==> config.mk <==
export PLATFORM = sky130hd
export DESIGN_NAME = instr_fetch_unit
export DESIGN_NICKNAME = d
export VERILOG_FILES = /design/src/rtl/instr_fetch_unit_pkg.sv /design/src/rtl/instr_fetch_unit_perf_counters.sv /design/src/rtl/instr_fetch_unit.sv
export SDC_FILE = /design/constraint.sdc
export NUM_CORES = 1
export LEC_CHECK = 0
export ABC_CLOCK_PERIOD_IN_PS = 4200
export CAP_MARGIN = 40
export CORE_MARGIN = 10
export CORE_UTILIZATION = 47
export DETAILED_ROUTE_END_ITERATION = 8
export PLACE_DENSITY = 0.87
export SLEW_MARGIN = 20
export SYNTH_ARGS = -nofsm -noshare
export SYNTH_HDL_FRONTEND = slang
export SYNTH_SLANG_ARGS = --single-unit
==> constraint.sdc <==
create_clock -name clock -period 4.2 [get_ports clock]
set_clock_uncertainty 0.1 [all_clocks]
set_input_delay 1.26 -clock clock [delete_from_list [all_inputs] [get_ports clock]]
set_output_delay 1.26 -clock clock [all_outputs]
set_load 0.02 [all_outputs]
==> src/rtl/instr_fetch_unit_pkg.sv <==
// rtl/instr_fetch_unit_pkg.sv - shared IFU constants and state encodings
// Widths and reset PC are shared with the instruction memory.
package instr_fetch_unit_pkg;

  localparam int IFU_ADDR_W = 32;
  localparam int IFU_DATA_W = 32;
  localparam logic [IFU_ADDR_W-1:0] IFU_RESET_PC = '0;
  localparam int IFU_PERF_W = 32;

  typedef enum logic [1:0] {
    ST_FILL     = 2'd0,
    ST_RUN      = 2'd1,
    ST_STALL    = 2'd2,
    ST_REDIRECT = 2'd3
  } ifu_state_t;

  // A response word is held only in RUN/STALL; FILL and REDIRECT are bubbles.
  function automatic logic ifu_state_has_word(input ifu_state_t st);
    return (st == ST_RUN) || (st == ST_STALL);
  endfunction

  function automatic logic ifu_state_is_bubble(input ifu_state_t st);
    return (st == ST_FILL) || (st == ST_REDIRECT);
  endfunction

endpackage

==> src/rtl/instr_fetch_unit_perf_counters.sv <==
// rtl/instr_fetch_unit_perf_counters.sv - free-running IFU event counters
// Three independent 32-bit counters that wrap and are never frozen.
module ifu_perf_counters
  import instr_fetch_unit_pkg::*;
(
  input  logic                  clock,
  input  logic                  reset,
  input  logic                  fetched_inc,
  input  logic                  stall_inc,
  input  logic                  bubble_inc,
  output logic [IFU_PERF_W-1:0] perf_fetched,
  output logic [IFU_PERF_W-1:0] perf_stall,
  output logic [IFU_PERF_W-1:0] perf_bubble
);

  always_ff @(posedge clock or negedge reset) begin
    if (!reset) begin
      perf_fetched <= '0;
      perf_stall   <= '0;
      perf_bubble  <= '0;
    end else begin
      if (fetched_inc) perf_fetched <= perf_fetched + 1'b1;
      if (stall_inc)   perf_stall   <= perf_stall + 1'b1;
      if (bubble_inc)  perf_bubble  <= perf_bubble + 1'b1;
    end
  end

endmodule

==> src/rtl/instr_fetch_unit.sv <==
// rtl/instr_fetch_unit.sv - IF stage: PC, imem addressing, decode handshake, redirects
// Optional IFU_PERF_CNT_EN adds perf_fetched/perf_stall/perf_bubble outputs.
module instr_fetch_unit
  import instr_fetch_unit_pkg::*;
#(
  parameter int                ADDR_W   = IFU_ADDR_W,
  parameter int                DATA_W   = IFU_DATA_W,
  parameter logic [ADDR_W-1:0] RESET_PC = ADDR_W'(IFU_RESET_PC),
  parameter int                PC_STEP  = 1
) (
  input  logic              clock,
  input  logic              reset,
  output logic [ADDR_W-1:0] imem_address,
  input  logic [DATA_W-1:0] imem_data,
  input  logic              branch_taken,
  input  logic [ADDR_W-1:0] branch_target,
  input  logic              instr_ready,
  output logic              instr_valid,
  output logic [DATA_W-1:0] instr,
  output logic [ADDR_W-1:0] instr_pc
`ifdef IFU_PERF_CNT_EN
  ,
  output logic [IFU_PERF_W-1:0] perf_fetched,
  output logic [IFU_PERF_W-1:0] perf_stall,
  output logic [IFU_PERF_W-1:0] perf_bubble
`endif
);

  logic [ADDR_W-1:0] fetch_pc;
  logic [ADDR_W-1:0] resp_pc;
  ifu_state_t        state;
  logic              resp_valid;
  logic              stall;

  // resp_valid is fully determined by the registered state, so it is decoded rather than stored twice.
  assign resp_valid = ifu_state_has_word(state);
  assign stall      = resp_valid & ~instr_ready;

  // While stalled, re-read the held word so the ROM output stays stable.
  assign imem_address = stall ? resp_pc : fetch_pc;

  assign instr       = imem_data;
  assign instr_pc    = resp_pc;
  assign instr_valid = resp_valid;

  always_ff @(posedge clock or negedge reset) begin
    if (!reset) begin
      fetch_pc <= RESET_PC;
      resp_pc  <= '0;
      state    <= ST_FILL;
    end else if (branch_taken) begin
      fetch_pc <= branch_target;
      state    <= ST_REDIRECT;
    end else if (stall) begin
      state    <= ST_STALL;
    end else begin
      resp_pc  <= fetch_pc;
      fetch_pc <= fetch_pc + ADDR_W'(PC_STEP);
      state    <= ST_RUN;
    end
  end

`ifdef IFU_PERF_CNT_EN
  ifu_perf_counters u_perf (
    .clock        (clock),
    .reset        (reset),
    .fetched_inc  (resp_valid & instr_ready),
    .stall_inc    (stall),
    .bubble_inc   (ifu_state_is_bubble(state)),
    .perf_fetched (perf_fetched),
    .perf_stall   (perf_stall),
    .perf_bubble  (perf_bubble)
  );
`endif

endmodule

==> results.cfg, run 1 <==
[pwr]
power_frac_comb_pct = 35.4
power_density_nw_per_um2 = 400
seq_power_share_pct = 41.2
p_switching_uw = 704
switching_share_pct = 34.8
leakage_uw = 0.00191
ir_worst_vdd_mv = 0.262
p_total_uw = 2020
power.share.clock_pct = 23.4
intPower_uw = 1320

[job]
cap_violations = 0

[critical_path]
cp_max_fo = 9
cpMaxStageDelayCell = clkdlybuf4s50_1
worstPathArrival_ns = 2.79
endpoint_kind = output port
cp_cell_sequence = clkdlybuf4s50_1, nor2_4, buf_4, buf_12, mux2_2, dlygate4sd2_1
cpPeakStageDelay_ns = 0.46
cp-start-kind = primary input
required_ns = 2.84
crit_type = primary input to output port

[yosys]
yosys.area.top_type_share_pct = 41.5
synth_seq_cells = 66
ys_warn_count = 0
synth_area_leader_cell = dfrtp_1
yosysSeqAreaShare_pct = 41.5
synth_cell_type_count = 41
synth_area_per_cell_um2 = 10.3
syn_inst = 388
synth_area_um2 = 3980
synthTopCellsByArea = dfrtp_1, mux2_2, buf_4
syn-num-nets = 457

[drt]
drtPass1Iterations = 4
via_count = 3305
drc = 0
antenna_left = 0
drtIter0Drc = 132
totalWireLength_um = 10700
viasPerCell = 5.92
post_drt_wl_per_cell_um = 19.3

[timing]
period_needed_ns = 4.15
finalSetupViolCount = 0
finalHoldViolCount = 0
fmax_mhz = 241
fin_ws_ns = 0.0472
slew_viol_final = 0
tightest_slew_ns = 0.589
max_slew_margin_pct = 60.8
setup_tns_ns = 0
fin_crit_sh_pct = 98.9

[floorplanning]
die_w_um = 112
initial_utilization_pct = 48.5
ioPinCount = 165
die_y_um = 112
rows = 33
core-area_um2 = 8220
die_area_um2 = 12600

[clocking]
clkSlewWorstSetupHoldPaths_ns = 0.07
htree_levels = 3
worstSkewPairLatency_ns = 0.34
cts-root-buf = clkbuf_8
hold_buffers = 0
numCtsBuffers = 9
clkSinkCount = 66
cts_tree = done
cts_buffer_depth = 2

[global_routing]
grt_use_total_pct = 16.3
grt_max_degree = 56
overflow = 0
grt_pass1_vias = 3249
grt_first_pass_wirelength_um = 17200
antenna_found_initial = 0

[cells_and_area]
area_growth_pct = 26.8
n_fill_cell = 661
diodes = 0
layout-drive-gt1-share_pct = 22.3
most-common-layout-cells = dfrtp_1, clkdlybuf4s50_1, mux2_2, o21ai_0, clkdlybuf4s15_1
nets = 517
multi_input_comb_area_um2 = 1940
design_area_um2 = 5050
ff_latch_area_um2 = 1650
instances_no_fill = 558

[place]
placed_area_um2 = 4860
io_buffers = 100
routabilityCongestion = 0.806
place_ws_ns = -0.204
hpwlAfterDp_um = 7800
dp_cells = 538

[outcome]
status = complete, no violations

[hold_path]
hold_path_class = flip-flop to flip-flop
==> power by group through the flow <==
stage	Combinational (µW)	Sequential, µW	Clock [µW]
global placement	727	834	0
global route	768	850	512
detailed placement	749	844	0
floorplan	376	890	0
CTS	716	832	484
finish	717	834	472
==> timing repair <==
item | in CTS | in global routing
hold endpoints to repair | 0 | 0
pin swaps | 1 | 1
endpoints found under the setup margin | 32 | 23
cloned | 0 | 0
setup buffers | 2 | 1
gates resized for setup | 32 | 27
==> metrics by stage <==
stage	hold slack [ns]	utilization, %
floorplan	0.414	-
global placement	0.405	58.9
detailed placement	0.418	59.2
CTS	0.435	61.0
global route	0.453	61.5
finish	0.433	61.5
==> final timing paths <==
check,from,endpoint,slack (ns),cells after the start
worst max-delay path,instr_ready,imem_address[21],0.05,6
worst min-delay path,instr_pc[11],instr_pc[11],0.43,1
worst max register to register,state[1],instr_pc[23],1.97,7
worst min register to register,instr_pc[11],instr_pc[11],0.43,1
max in group asynchronous,reset,fetch_pc[27],2.72,3
min in group asynchronous,reset,instr_pc[1],0.77,2
==> cell families (layout without fill, tap and decap cells) <==
logic type / after synthesis / after routing / share of synthesized area [%]
mux: 63 / 63 / 17.8
flops: 66 / 66 / 41.5
buf+inv: 68 / 133 / 10.2
compound gates: 75 / 75 / 12.6
simple gates: 102 / 102 / 14.6
xor+xnor: 13 / 13 / 3.05
fa+ha+maj: 1 / 1 / 0.314
==> worst max-delay path: cells and delay by family <==
| kind | cells | cell delay [ns] |
|---|---|---|
| multiplexers | 1 | 0.34 |
| AND/OR/NAND/NOR | 1 | 0.15 |
| buffers and inverters | 4 | 1.04 |
==> synthesized netlist by cell type <==
master and count:
and4_1 7, a21oi_1 2, nor4_1 5, mux2i_1 1
xnor2_2 1, nand4_4 1, and2_1 1, nor2b_1 8
xor2_1 11, nand2b_1 1, o2111ai_1 6, and3_1 3
o31ai_1 8, nor2_1 13, dfrtp_1 66, o31a_1 2
nand2_1 20, a31oi_1 10, nor3b_1 2, buf_4 32
a22o_1 2, buf_6 2, buf_1 2, o211ai_1 4
nand4_1 12, buf_2 13, inv_1 5, ha_1 1
o21ai_0 26, and3_2 1, o21a_1 6, nand3_1 16
or3_1 1, nor3_1 2, o21ai_2 2, or4_1 9
a21boi_0 1, mux2_2 62, a221oi_1 6, xnor2_1 1
clkbuf_1 14
==> routing by layer <==
layer | track usage (%) | vias up | share of wire (%)
met1 | 19.2 | 1626 | 41
met3 | 5.43 | 12 | 7.9
met2 | 27.4 | 139 | 49
met4 | 5.16 | 0 | 1.4
met5 | 0 | - | 0
li1 | - | 1528 | -
==> cell type report <==
| type | instances | area share [%] |
|---|---|---|
| tap | 105 | 2.60 |
| clock buffer | 11 | 2.80 |
| sequential | 66 | 32.7 |
| inverter | 5 | 0.371 |
| multi-input combinational | 254 | 38.4 |
| clock inverter | 5 | 0.594 |
| timing repair buffer | 112 | 22.5 |
==> registers in the layout, indices dropped and copies added, names as in the netlist <==
register	count
fetch_pc	32
instr_pc	32
state	2
No activity file was read; power rests on OpenSTA's default activity.
==> inputs of run 2 (changes only) <==
- SKIP_LAST_GASP: not set -> 1
==> results.cfg, run 2 (same netlist as run 1, synthesis figures left out) <==
[outcome]
status = complete, no violations

[drt]
antenna_left = 0
drtPass1Iterations = 4
totalWireLength_um = 10700
drtIter0Drc = 126
drc = 0
viasPerCell = 5.87
via_count = 3278
post_drt_wl_per_cell_um = 19.2

[critical_path]
rr_endpoint = instr_pc[23]
cp_max_fo = 9
worstPathArrival_ns = 2.79
endpoint_kind = output port
crit_type = primary input to output port
worstReg2RegStart = state[1]
required_ns = 2.84
cp-start-kind = primary input
timing.reg2reg.setup_slack_ns = 1.97
r2r_cells = 7

[global_routing]
grt_first_pass_wirelength_um = 17200
busiest_layer = met2
grtUsageMet1_pct = 19.2
antenna_found_initial = 0
overflow = 0
grt_pass1_vias = 3249
use_met2_pct = 27.4
grt_use_total_pct = 16.3
grt_max_degree = 56
use_met3_pct = 5.43

[floorplanning]
ioPinCount = 165
die_w_um = 112
core-area_um2 = 8220
rows = 33
initial_utilization_pct = 48.5
die_area_um2 = 12600
die_y_um = 112

[place]
placed_area_um2 = 4860
place_ws_ns = -0.204
hpwlAfterDp_um = 7800
routabilityCongestion = 0.806
io_buffers = 100
dp_cells = 538

[hold_path]
min_delay_path_depth = 1
holdPathEnd = instr_pc[11]
hold_path_class = flip-flop to flip-flop
worstHoldStart = instr_pc[11]

[timing]
fin_ws_ns = 0.0472
period_needed_ns = 4.15
tightest_slew_ns = 0.588
rsz0062_at_grt = yes
max_slew_margin_pct = 60.8
finalHoldViolCount = 0
fin_crit_sh_pct = 98.9
slew_viol_final = 0
fmax_mhz = 241
finalSetupViolCount = 0

[pwr]
power_density_nw_per_um2 = 400
switching_share_pct = 34.8
intPower_uw = 1320
power.share.clock_pct = 23.4
p_switching_uw = 704
power_frac_comb_pct = 35.4
leakage_uw = 0.00191
seq_power_share_pct = 41.2
ir_worst_vdd_mv = 0.262

[clocking]
numCtsBuffers = 9
htree_levels = 3
clkSlewWorstSetupHoldPaths_ns = 0.07
cts_tree = done
clkSinkCount = 66
worstSkewPairLatency_ns = 0.34
cts_buffer_depth = 2
cts-root-buf = clkbuf_8

[job]
cap_violations = 0

[cells_and_area]
most-common-layout-cells = dfrtp_1, clkdlybuf4s50_1, mux2_2, o21ai_0, clkdlybuf4s15_1
nets = 517
diodes = 0
area_growth_pct = 26.9
ff_latch_area_um2 = 1650
multi_input_comb_area_um2 = 1940
n_fill_cell = 662
layout-drive-gt1-share_pct = 22.1
instances_no_fill = 558
design_area_um2 = 5060
==> run 2: worst max-delay path, stage by stage <==
cell and delay, ns:
clkdlybuf4s50_1 0.46, nor2_4 0.15, buf_4 0.13, buf_12 0.13
mux2_2 0.34, dlygate4sd2_1 0.32
==> run 2: worst max-delay path by stage <==
| stage | from | end | slack, ns | cells after the start |
|---|---|---|---|---|
| floorplan | instr_ready | imem_address[10] | 0.63 | 4 |
| global placement | instr_ready | imem_address[2] | -0.17 | 5 |
| detailed placement | instr_ready | imem_address[6] | -0.20 | 5 |
| CTS | instr_ready | imem_address[6] | 0.02 | 6 |
| global route | instr_ready | imem_address[11] | -0.009 | 6 |
| finish | instr_ready | imem_address[21] | 0.05 | 6 |
==> run 2: power by group through the flow <==
stage | sequential, µW | clock, µW | combinational, µW
2_1_floorplan | 890 | 0 | 376
3_3_place_gp | 834 | 0 | 727
3_5_place_dp | 844 | 0 | 749
4_1_cts | 832 | 484 | 716
5_1_grt | 850 | 512 | 768
6_report | 833 | 473 | 717
==> run 2: final cells by class <==
type                    count  share of cell area (%)
clock buffers              11                    2.80
flip-flops and latches     66                    32.7
well taps                 105                    2.60
repair buffers            112                    22.6
clock inverters             5                   0.594
inverters                   5                   0.371
multi-input cells         254                    38.4
==> run 2: repair_timing <==
item | in CTS | in global routing
hold buffers | 0 | 0
gates resized for setup | 32 | 25
cloned | 0 | 0
endpoints found under the setup margin | 32 | 23
pin swaps | 1 | 1
buffers inserted | 2 | 1
==> run 2: layer usage <==
| layer | vias up | wire, µm |
|---|---|---|
| met5 | - | 0 |
| met4 | 0 | 153 |
| met3 | 12 | 876 |
| met2 | 129 | 5300 |
| met1 | 1609 | 4370 |
| li1 | 1528 | - |
==> run 2: per-stage QoR <==
step | hold WS (ns) | total power [µW] | TNS [ns] | util, %
floorplan | 0.414 | 1270 | 0 | -
global placement | 0.405 | 1560 | -5.00 | 58.9
detailed placement | 0.418 | 1590 | -5.39 | 59.2
CTS | 0.435 | 2030 | 0 | 61.0
global route | 0.453 | 2130 | -0.0227 | 61.5
finish | 0.433 | 2020 | 0 | 61.5
==> inputs of run 3 (changes only) <==
- RECOVER_POWER: not set -> 25
==> results.cfg, run 3 (same netlist as run 1, synthesis figures left out) <==
[drt]
post_drt_wl_per_cell_um = 19.2
viasPerCell = 5.87
antenna_left = 0
via_count = 3278
drtIter0Drc = 142
drtPass1Iterations = 4
drc = 0
totalWireLength_um = 10700

[floorplanning]
ioPinCount = 165
die_w_um = 112
core-area_um2 = 8220
die_y_um = 112
die_area_um2 = 12600
initial_utilization_pct = 48.5
rows = 33

[cells_and_area]
most-common-layout-cells = dfrtp_1, clkdlybuf4s50_1, mux2_2, o21ai_0, clkdlybuf4s15_1
layout-drive-gt1-share_pct = 21.9
postLayoutCoreUtil_pct = 61.2
design_area_um2 = 5030
area_growth_pct = 26.3
n_fill_cell = 665
nets = 517
instances_no_fill = 558
ff_latch_area_um2 = 1650
multi_input_comb_area_um2 = 1940
diodes = 0

[job]
cap_violations = 0

[outcome]
status = complete, no violations

[global_routing]
antenna_found_initial = 0
overflow = 0
grt_first_pass_wirelength_um = 17200
grt_use_total_pct = 16.3
grt_max_degree = 56
grt_pass1_vias = 3249

[timing]
rsz0062_at_grt = yes
slew_viol_final = 0
fmax_mhz = 241
whs_ns = 0.428
period_needed_ns = 4.15
finalSetupViolCount = 0
fin_ws_ns = 0.0466
max_slew_margin_pct = 13.1
finalHoldViolCount = 0
fin_crit_sh_pct = 98.9
tightest_slew_ns = 1.30

[pwr]
power_frac_comb_pct = 35.3
leakage_uw = 0.00190
intPower_uw = 1320
power.share.clock_pct = 23.4
power_density_nw_per_um2 = 402
seq_power_share_pct = 41.3
p_switching_uw = 703
switching_share_pct = 34.8
ir_worst_vdd_mv = 0.262

[place]
placed_area_um2 = 4860
routabilityCongestion = 0.806
dp_cells = 538
hpwlAfterDp_um = 7800
io_buffers = 100
place_ws_ns = -0.204

[clocking]
htree_levels = 3
clkSlewWorstSetupHoldPaths_ns = 0.07
cts_tree = done
clkSinkCount = 66
cts_buffer_depth = 2
numCtsBuffers = 9
cts-root-buf = clkbuf_8
worstSkewPairLatency_ns = 0.34
hold_buffers = 0

[critical_path]
endpoint_kind = output port
crit_type = primary input to output port
worstPathArrival_ns = 2.79
cp_max_fo = 9
required_ns = 2.84
cp-start-kind = primary input
r2r_cells = 7

[hold_path]
hold_path_class = flip-flop to flip-flop
min_delay_path_depth = 1
[run 3: changes by cell type in the layout (fill, tap and decap cells not counted), sizes merged]
| cell | change |
|---|---|
| buf | -2 |
| clkbuf | +2 |
[run 3: final cells by class]
class / count / share of cell area (%)
well taps: 105 / 2.61
repair buffers: 112 / 22.2
inverters: 5 / 0.373
clock buffers: 11 / 2.81
clock inverters: 5 / 0.597
multi-input cells: 254 / 38.6
flip-flops and latches: 66 / 32.8
[run 3: what timing repair did]
action,4_1_cts,5_1_grt
pin swaps,1,1
setup buffers,2,1
resized for setup,32,25
endpoints found under the setup margin,32,23
endpoints found under the hold margin,0,0
[run 3: worst max-delay path, stage by stage]
cell	delay [ns]
clkdlybuf4s50_1	0.46
nor2_4	0.15
buf_4	0.13
buf_12	0.13
mux2_2	0.34
dlygate4sd2_1	0.32
[run 3: worst paths after layout]
| check | slack [ns] | from | end |
|---|---|---|---|
| min in group asynchronous | 0.98 | reset | instr_pc[1] |
| max in group asynchronous | 1.26 | reset | fetch_pc[24] |
| hold / removal | 0.43 | instr_pc[15] | instr_pc[15] |
| setup reg to reg | 1.97 | state[1] | instr_pc[23] |
| setup / recovery | 0.05 | instr_ready | imem_address[21] |
| hold reg to reg | 0.43 | instr_pc[15] | instr_pc[15] |
[run 3: metal layers]
layer	vias to the layer above	GRT usage, %	share of wire, %
met5	-	0	0
met4	0	5.16	1.5
met3	14	5.43	7.8
met2	129	27.4	50
met1	1607	19.2	41
li1	1528	-	-
[run 3: power by group through the flow]
stage                     clock, µW  sequential, µW  combinational, µW
after global placement            0             834                727
after floorplan                   0             890                376
after detailed placement          0             844                749
after CTS                       484             832                716
after global routing            512             851                764
final                           473             834                713
[run 3: stage by stage]
step	power, µW	setup TNS, ns
2_1_floorplan	1270	0
3_3_place_gp	1560	-5.00
3_5_place_dp	1590	-5.39
4_1_cts	2030	0
5_1_grt	2130	-0.0227
6_report	2020	0
